===== config.mk =====
export PLATFORM = sky130hd
export DESIGN_NAME = alu_share_ctrl
export DESIGN_NICKNAME = d
export VERILOG_FILES = /design/src/rtl/alu_share_ctrl.sv
export SDC_FILE = /design/constraint.sdc
export NUM_CORES = 1
export LEC_CHECK = 0
export ABC_AREA = 1
export ABC_CLOCK_PERIOD_IN_PS = 2200
export CELL_PAD_IN_SITES_DETAIL_PLACEMENT = 0
export CELL_PAD_IN_SITES_GLOBAL_PLACEMENT = 1
export CORE_UTILIZATION = 26
export DETAILED_ROUTE_END_ITERATION = 12
export PLACE_DENSITY = 0.87
export SLEW_MARGIN = 10
export SYNTH_ARGS = -nofsm -noshare
export SYNTH_HDL_FRONTEND = slang
export SYNTH_SLANG_ARGS = --single-unit

===== constraint.sdc =====
create_clock -name clk -period 2.2 [get_ports clk]
set_clock_uncertainty 0.05 [all_clocks]
set_input_delay 0.44 -clock clk [delete_from_list [all_inputs] [get_ports clk]]
set_output_delay 0.44 -clock clk [all_outputs]
set_load 0.01 [all_outputs]

===== src/rtl/alu_share_ctrl.sv =====
// alu_share_ctrl: shares one 16-bit ALU between two requesters.
//   req0 = execute stage (owns the Z/V/N flags), req1 = address/branch unit.
// Round-robin grant, operand/opcode latching, opcode -> ALUop decode, and a
// response register with valid/ready backpressure.
// Ports:
//   clk, rst                 clock, async active-high reset
//   reqN_valid/ready         request handshake (N = 0,1)
//   reqN_opcode/a/b          4-bit opcode and 16-bit operands
//   rsp_valid/ready          response handshake
//   rsp_id/data/ovfl         owner, result and overflow of the response
//   alu_a/b/op               drive the shared ALU (valid during EXEC only)
//   alu_out/ovfl             ALU result back
//   flag_z/v/n               flag register (req0 ops only)
//   busy                     an op is in EXEC or DONE
module alu_share_ctrl #(
  parameter int DATA_W  = 16,
  parameter int ALUOP_W = 7
) (
  input  logic               clk,
  input  logic               rst,
  input  logic               req0_valid,
  output logic               req0_ready,
  input  logic [3:0]         req0_opcode,
  input  logic [DATA_W-1:0]  req0_a,
  input  logic [DATA_W-1:0]  req0_b,
  input  logic               req1_valid,
  output logic               req1_ready,
  input  logic [3:0]         req1_opcode,
  input  logic [DATA_W-1:0]  req1_a,
  input  logic [DATA_W-1:0]  req1_b,
  output logic               rsp_valid,
  input  logic               rsp_ready,
  output logic               rsp_id,
  output logic [DATA_W-1:0]  rsp_data,
  output logic               rsp_ovfl,
  output logic [DATA_W-1:0]  alu_a,
  output logic [DATA_W-1:0]  alu_b,
  output logic [ALUOP_W-1:0] alu_op,
  input  logic [DATA_W-1:0]  alu_out,
  input  logic               alu_ovfl,
  output logic               flag_z,
  output logic               flag_v,
  output logic               flag_n,
  output logic               busy
);

  typedef enum logic [1:0] {IDLE, EXEC, DONE} state_t;

  state_t               state_q, state_d;
  logic                 last_grant_q, last_grant_d;
  logic                 iss_id_q, iss_id_d;
  logic [3:0]           iss_opc_q, iss_opc_d;
  logic [DATA_W-1:0]    iss_a_q, iss_a_d, iss_b_q, iss_b_d;
  logic [ALUOP_W-1:0]   iss_op_q, iss_op_d;
  logic                 rsp_valid_q, rsp_valid_d, rsp_id_q, rsp_id_d;
  logic [DATA_W-1:0]    rsp_data_q, rsp_data_d;
  logic                 rsp_ovfl_q, rsp_ovfl_d;
  logic                 z_q, z_d, v_q, v_d, n_q, n_d;

  logic can_accept, grant1, accept;

  // {outSel[1:0], sat, red, sub, shift[1:0]}; 1xxx is plain address add
  function automatic logic [ALUOP_W-1:0] decode_op(input logic [3:0] opc);
    logic [ALUOP_W-1:0] op;
    op = '0;
    if (!opc[3]) begin
      case (opc[2:0])
        3'd0:    op = 7'b00_1_0_0_00;
        3'd1:    op = 7'b00_1_0_1_00;
        3'd2:    op = 7'b00_0_1_0_00;
        3'd3:    op = 7'b01_0_0_0_00;
        3'd4:    op = 7'b10_0_0_0_00;
        3'd5:    op = 7'b10_0_0_0_01;
        3'd6:    op = 7'b10_0_0_0_10;
        default: op = 7'b00_1_1_0_11;
      endcase
    end
    return op;
  endfunction

  // A new op can enter while idle, or in DONE on the very cycle the
  // current result is consumed (back-to-back issue).
  assign can_accept = (state_q == IDLE) || (state_q == DONE && rsp_ready);
  assign grant1     = (req0_valid && req1_valid) ? ~last_grant_q : req1_valid;
  assign req0_ready = can_accept && req0_valid && !grant1;
  assign req1_ready = can_accept && req1_valid && grant1;
  assign accept     = req0_ready || req1_ready;

  always_comb begin
    state_d      = state_q;
    last_grant_d = last_grant_q;
    iss_id_d     = iss_id_q;
    iss_opc_d    = iss_opc_q;
    iss_a_d      = iss_a_q;
    iss_b_d      = iss_b_q;
    iss_op_d     = iss_op_q;
    rsp_valid_d  = rsp_valid_q;
    rsp_id_d     = rsp_id_q;
    rsp_data_d   = rsp_data_q;
    rsp_ovfl_d   = rsp_ovfl_q;
    z_d          = z_q;
    v_d          = v_q;
    n_d          = n_q;

    if (state_q == DONE && rsp_ready) begin
      rsp_valid_d = 1'b0;
      state_d     = IDLE;
    end

    if (state_q == EXEC) begin
      rsp_valid_d = 1'b1;
      rsp_id_d    = iss_id_q;
      rsp_data_d  = alu_out;
      rsp_ovfl_d  = alu_ovfl;
      state_d     = DONE;
      if (!iss_id_q) begin
        case (iss_opc_q)
          4'd0, 4'd1: begin
            z_d = (alu_out == '0);
            v_d = alu_ovfl;
            n_d = alu_out[DATA_W-1];
          end
          4'd3, 4'd4, 4'd5, 4'd6: z_d = (alu_out == '0);
          default: ;
        endcase
      end
    end

    if (accept) begin
      last_grant_d = grant1;
      iss_id_d     = grant1;
      iss_opc_d    = grant1 ? req1_opcode : req0_opcode;
      iss_a_d      = grant1 ? req1_a : req0_a;
      iss_b_d      = grant1 ? req1_b : req0_b;
      iss_op_d     = decode_op(grant1 ? req1_opcode : req0_opcode);
      state_d      = EXEC;
    end
  end

  always_ff @(posedge clk or posedge rst) begin
    if (rst) begin
      state_q      <= IDLE;
      last_grant_q <= 1'b1;
      iss_id_q     <= 1'b0;
      iss_opc_q    <= '0;
      iss_a_q      <= '0;
      iss_b_q      <= '0;
      iss_op_q     <= '0;
      rsp_valid_q  <= 1'b0;
      rsp_id_q     <= 1'b0;
      rsp_data_q   <= '0;
      rsp_ovfl_q   <= 1'b0;
      z_q          <= 1'b0;
      v_q          <= 1'b0;
      n_q          <= 1'b0;
    end else begin
      state_q      <= state_d;
      last_grant_q <= last_grant_d;
      iss_id_q     <= iss_id_d;
      iss_opc_q    <= iss_opc_d;
      iss_a_q      <= iss_a_d;
      iss_b_q      <= iss_b_d;
      iss_op_q     <= iss_op_d;
      rsp_valid_q  <= rsp_valid_d;
      rsp_id_q     <= rsp_id_d;
      rsp_data_q   <= rsp_data_d;
      rsp_ovfl_q   <= rsp_ovfl_d;
      z_q          <= z_d;
      v_q          <= v_d;
      n_q          <= n_d;
    end
  end

  // Issue regs feed the ALU directly: stable for all of EXEC, and they keep
  // the last issued op until the next accept.
  assign alu_a     = iss_a_q;
  assign alu_b     = iss_b_q;
  assign alu_op    = iss_op_q;
  assign rsp_valid = rsp_valid_q;
  assign rsp_id    = rsp_id_q;
  assign rsp_data  = rsp_data_q;
  assign rsp_ovfl  = rsp_ovfl_q;
  assign flag_z    = z_q;
  assign flag_v    = v_q;
  assign flag_n    = n_q;
  assign busy      = (state_q != IDLE);

endmodule


# After elaboration in Yosys (flattened, before gate mapping)
# Cells that the tools add are included.
dict set report classes {
  n_eq_ne 13
  mux 11
  bitwise_logic 2
  reduce_logical 20
}
# op count
set op_table {}
lappend op_table {{7-bit one-hot mux with 7 select lines} 1}
lappend op_table {{16-bit two-way mux} 2}
lappend op_table {{16-bit zero test} 1}
lappend op_table {{4-bit by 3-bit == test with 1-bit output, second input constant} 3}
lappend op_table {{3-bit == test, second input constant} 3}
lappend op_table {{7-bit two-way mux} 1}
lappend op_table {{3-bit by 2-bit == test with 1-bit output, second input constant} 2}
lappend op_table {{1-bit logical AND} 6}
lappend op_table {{2-bit two-way mux} 3}
lappend op_table {{3-bit AND reduction} 2}
lappend op_table {{6-bit OR reduction} 1}
lappend op_table {{4-bit by 1-bit == test with 1-bit output, second input constant} 1}
lappend op_table {{4-bit by 2-bit == test with 1-bit output, second input constant} 1}
lappend op_table {{4-bit zero test} 1}
lappend op_table {{4-bit two-way mux} 1}
lappend op_table {{2-bit nonzero test} 2}
lappend op_table {{3-bit by 1-bit == test with 1-bit output, second input constant} 1}
lappend op_table {{3-bit zero test} 1}
lappend op_table {{1-bit two-way mux} 3}
lappend op_table {{3-bit nonzero test} 1}
lappend op_table {{2-bit by 1-bit == test with 1-bit output, second input constant} 1}
lappend op_table {{2-bit == test, second input constant} 1}
lappend op_table {{2-bit zero test} 1}
lappend op_table {{1-bit logical OR} 2}
lappend op_table {{other kinds (3)} 4}
dict set report totals {
  register_bits 69
  input_bits 94
  out_inout_bits 64
  wordCells 60
}

# Logic depth before layout (Yosys ltp)
dict set report depth {
  depth_word 7
  ltp_mapped 9
  ltp_nobuf 8
}

# Least setup slack after synthesis
# Ideal clock, no wire load.
dict set report synth_path {
  path_type {input-to-reg}
  from {input rsp_ready}
  to {register iss_a_q[15] (netlist: alu_a[15])}
  t_arrival_ps 1348
  required_time_ps 2031
  setup_slack_ps 684
  stages 8
  path_buffers 2
  path_cell_list {inv_1 a21oi_1 nand2_1 nand2_1 buf_4 buf_6 o21ai_1 o21a_1}
}
dict set report synth_via {
  elab_chain_cells 5
  word_cells_on_any_way 7
  classes_between {reduce/logical (7)}
}
# item line_no
set synth_rtl {}
lappend synth_rtl {{start: declaration} 32} ;# input logic rsp_ready,
lappend synth_rtl {{1-bit logical AND *} 83} ;# assign can_accept = (state_q == IDLE) || (state_q == DONE && rsp_ready);
lappend synth_rtl {{1-bit logical OR *} 83}
lappend synth_rtl {{1-bit logical AND (on tied branches) (2 in a row)} {85, 86}}
lappend synth_rtl {{1-bit logical OR *} 87} ;# assign accept = req0_ready || req1_ready;
lappend synth_rtl {{end signal: assignment} 161} ;# iss_a_q <= iss_a_d;
lappend synth_rtl {{end: declaration} 53} ;# logic [DATA_W-1:0] iss_a_q, iss_a_d, iss_b_q, iss_b_d;
# Mark *: on every way between the ends. The rest lies on a longest branch, timed or not.
# A chain may end at the register's enable or synchronous reset.

# Final worst setup path
dict set report layout_path {
  from {input rsp_ready}
  to {output req1_ready}
}
dict set report layout_via {
  elab_chain_cells 4
}
# item line_no
set layout_rtl {}
lappend layout_rtl {{1-bit logical AND} 83}
lappend layout_rtl {{1-bit logical OR} 83}
lappend layout_rtl {{1-bit logical AND (2 in a row)} 86} ;# assign req1_ready = can_accept && req1_valid && grant1;
lappend layout_rtl {{end: declaration} 27} ;# output logic req1_ready,
# Every way passes these cells.

==> metrics.md <==
| Metric | Value |
|---|---|
| Warnings, synthesis | 0 |
| Critical path launch point type | input pin |
| Top cell type's share of synthesized area | 53.46% |
| Cts bufs inserted | 9 |
| Core ar. | 0.01196 mm^2 |
| Distinct cells, synth | 22 |
| Critical path fanouts, max | 2 |
| Vias per std cell | 4.409 |
| Max_cap viols | 0 |
| Worst flop-to-flop path endpoint | alu_b[1] |
| Iteration-0 DRC Markers | 107 |
| Diode count | 0 |
| Fillers | 1186 |
| Relative slew margins | 75.68% |
| Final ANT Viol Nets | 0 |
| #FFs+latches synth | 69 |
| Leak | 2.352 nW |
| Placed Cells | 685 |
| Mapped cell area | 0.003183 mm^2 |
| Antenna violations before repair | 0 |
| Worst reg2reg path startpoint | state_q[1] |
| DRC Markers | 0 |
| Grt met3 use | 3.834% |
| Die width | 112.6 um |
| Worst hold path class | register to register |
| Sum of net half-perimeters after detailed placement | 6.580 mm |
| Most frequent cells in the layout | 155 x clkdlybuf4s50_1, 74 x nor2_1, 68 x dfrtp_1, 64 x nand2_1, 51 x o21ai_0 |
| Fmax | 0.4731 GHz |
| Rows | 40 |
| Per-cell routed wire length | 12.55 um |
| Worst slew pin tran | 0.3648 ns |
| GR Util met1 | 16.18% |
| Final Util | 44.46% |
| Hold-fix buffers, CTS | 0 |
| Top Ports | 158 |
| TritonCTS clock tree | yes |
| Final instance area | 0.005318 mm^2 |
| H-tree levels | 3 |
| Final hold vios | 0 |
| Die Ht | 112.6 um |
| Min-delay src | alu_op[2] |
| Most common cell after layout, fill and taps aside | clkdlybuf4s50_1 |
| Area grow syn2layout | 67.06% |
| Fin. max-slew vios | 0 |
| Share of layout cells above drive strength 1 | 8.484% |
| Final wirelength | 8.795 mm |
| Full die area | 0.01269 mm^2 |
| Syn Area/Cell | 8.443 um^2 |
| Crit path top cell by count | inv_1 |
| I/O Buffers | 157 |
| Power Density | 1228 mW/mm^2 |
| Status | finished, final reports clean |
| Crit end category | output pin |
| Maximum clock path buffer count | 2 |
| CP Cell Sequence | clkdlybuf4s50_1 > inv_1 > a21oi_2 > buf_4 > nand2_2 > inv_1 > clkdlybuf4s15_1 |
| Pin count of the biggest net entering global routing | 70 |
| Root Driver | clkbuf_16 |
| Setup-failing EPs final | 0 |
| First-pass GRT wire length | 14.84 mm |
| Synth top area cells | dfrtp_1 53%, nor2_1 8.7%, o21ai_0 8.0%, nand2_1 7.7%, o21a_1 7.5% |
| Worst Path Arrival | 1.62 ns |
| Worst path max stage delay | 0.49 ns |
| Starting Density | 26.61% |
| Non-filler cells in the finished layout | 701 |
| GRT Total Usage | 14.68% |
| Min cycle time layout | 2.114 ns |
| CP required | 1.71 ns |
| Crit-path slowest cell | clkdlybuf4s50_1 |
| Gr busiest metal | met2 |
| Area leader, netlist | dfrtp_1 |
| Hold Path Sink | alu_op[2] |
| Drt pass-1 iters | 5 |
| Fin nets | 645 |
| Gr ovfl total | 0 |
| Worst skew pair latency | 0.31 ns |
| TritonCTS Sinks | 69 |
| Worst slack, placed | -0.3279 ns |
| RSZ-0062 raised after global routing | no |
| Hold depth | 2 |
| R2R cell count | 8 |
| WS Path Type | input pin to output pin |
| Met2 Use GR | 27.53% |
| Final period util | 96.07% |
| Placer's final routability congestion estimate | 0.8010 |
| Final WS setup | 0.08639 ns |
| Mapped Nets | 471 |
| FF-to-FF setup slack | 0.53 ns |
| Sequential fraction of the synthesis area | 54.28% |
| Worst IR drop on VDD | 0.5234 mV |
| Post-Syn Instances | 377 |
| Vias in the first global route | 3170 |
| Post-DP Area | 0.005037 mm^2 |
| Via Count | 3091 |
| Worst setup startpoint | rsp_ready |
| Worst-path clk slew | 0.05 ns |
| Setup TNS | 0 ns |
-- per-stage QoR --
step	total power, W	hold WS (ns)
floorplan	0.003575	0.3926
global placement	0.005205	0.4185
detailed placement	0.005287	0.4148
CTS	0.006643	0.4390
global route	0.007035	0.4462
finish	0.006531	0.4322
-- Yosys cell counts (all sizes together) --
| master | count |
|---|---|
| nand3b | 2 |
| buf | 15 |
| nand4 | 4 |
| nand2 | 67 |
| clkinv | 1 |
| o21ai | 59 |
| inv | 31 |
| dfrtp | 68 |
| a21oi | 3 |
| dfstp | 1 |
| nand3 | 15 |
| nor2 | 75 |
| clkbuf | 3 |
| o21a | 32 |
| a21boi | 1 |
-- worst max path at each step --
stage,slack [ns],cells past startpoint,to
global route,0.02,7,req1_ready
detailed placement,-0.33,6,req0_ready
CTS,0.02,7,req1_ready
global placement,-0.31,6,req0_ready
floorplan,0.68,8,alu_a[15]
finish,0.09,7,req1_ready
-- kinds of logic (layout without fill, tap and decap cells) --
logic type / after synthesis / after routing / synth area share, %
simple gates: 163 / 163 / 20.60
compound gates: 95 / 95 / 17.89
flops: 69 / 69 / 54.28
buf+inv: 50 / 227 / 7.232
-- flip-flops by register name, indices dropped and copies added, names as in the netlist --
register	cells
flag_n	1
alu_b	16
flag_z	1
state_q	2
rsp_data	16
flag_v	1
iss_opc_q	4
last_grant_q	1
alu_a	16
rsp_valid	1
rsp_id	1
alu_op	7
iss_id_q	1
rsp_ovfl	1
-- repair_timing --
| action | in CTS | in global routing |
|---|---|---|
| pin swaps | 1 | 1 |
| buffers inserted | 1 | 1 |
| resized for setup | 6 | 1 |
| endpoints found under the setup margin | 2 | 1 |
-- power by group --
group / switching (W) / internal [W]
Combinational: 0.00134 / 0.00169
Sequential: 0.000335 / 0.00188
Clock: 0.000476 / 0.000807
-- routing by layer --
layer	routed length (um)	up-vias	part of all wire [%]
met5	0	-	0
met4	115	0	1.3
met3	424	8	4.8
met2	4655	85	53
met1	3600	1432	41
li1	-	1566	-
-- worst max-delay path, delay by kind of cell --
kind | cells | cell delay [ns]
buffers and inverters | 5 | 0.98
AO/OA/AOI/OAI | 1 | 0.15
AND/OR/NAND/NOR | 1 | 0.06
-- layout make-up --
type	count	area (um^2)	area share, %
Inverter	32	123.9	2.329
Clock buffer	12	256.5	4.824
Timing Repair Buffer	181	1784	33.55
Tap cell	147	183.9	3.459
Sequential cell	69	1728	32.49
Clock inverter	2	10.01	0.1882
Multi-Input combinational cell	258	1231	23.15
(Power assumes the default switching activity.)
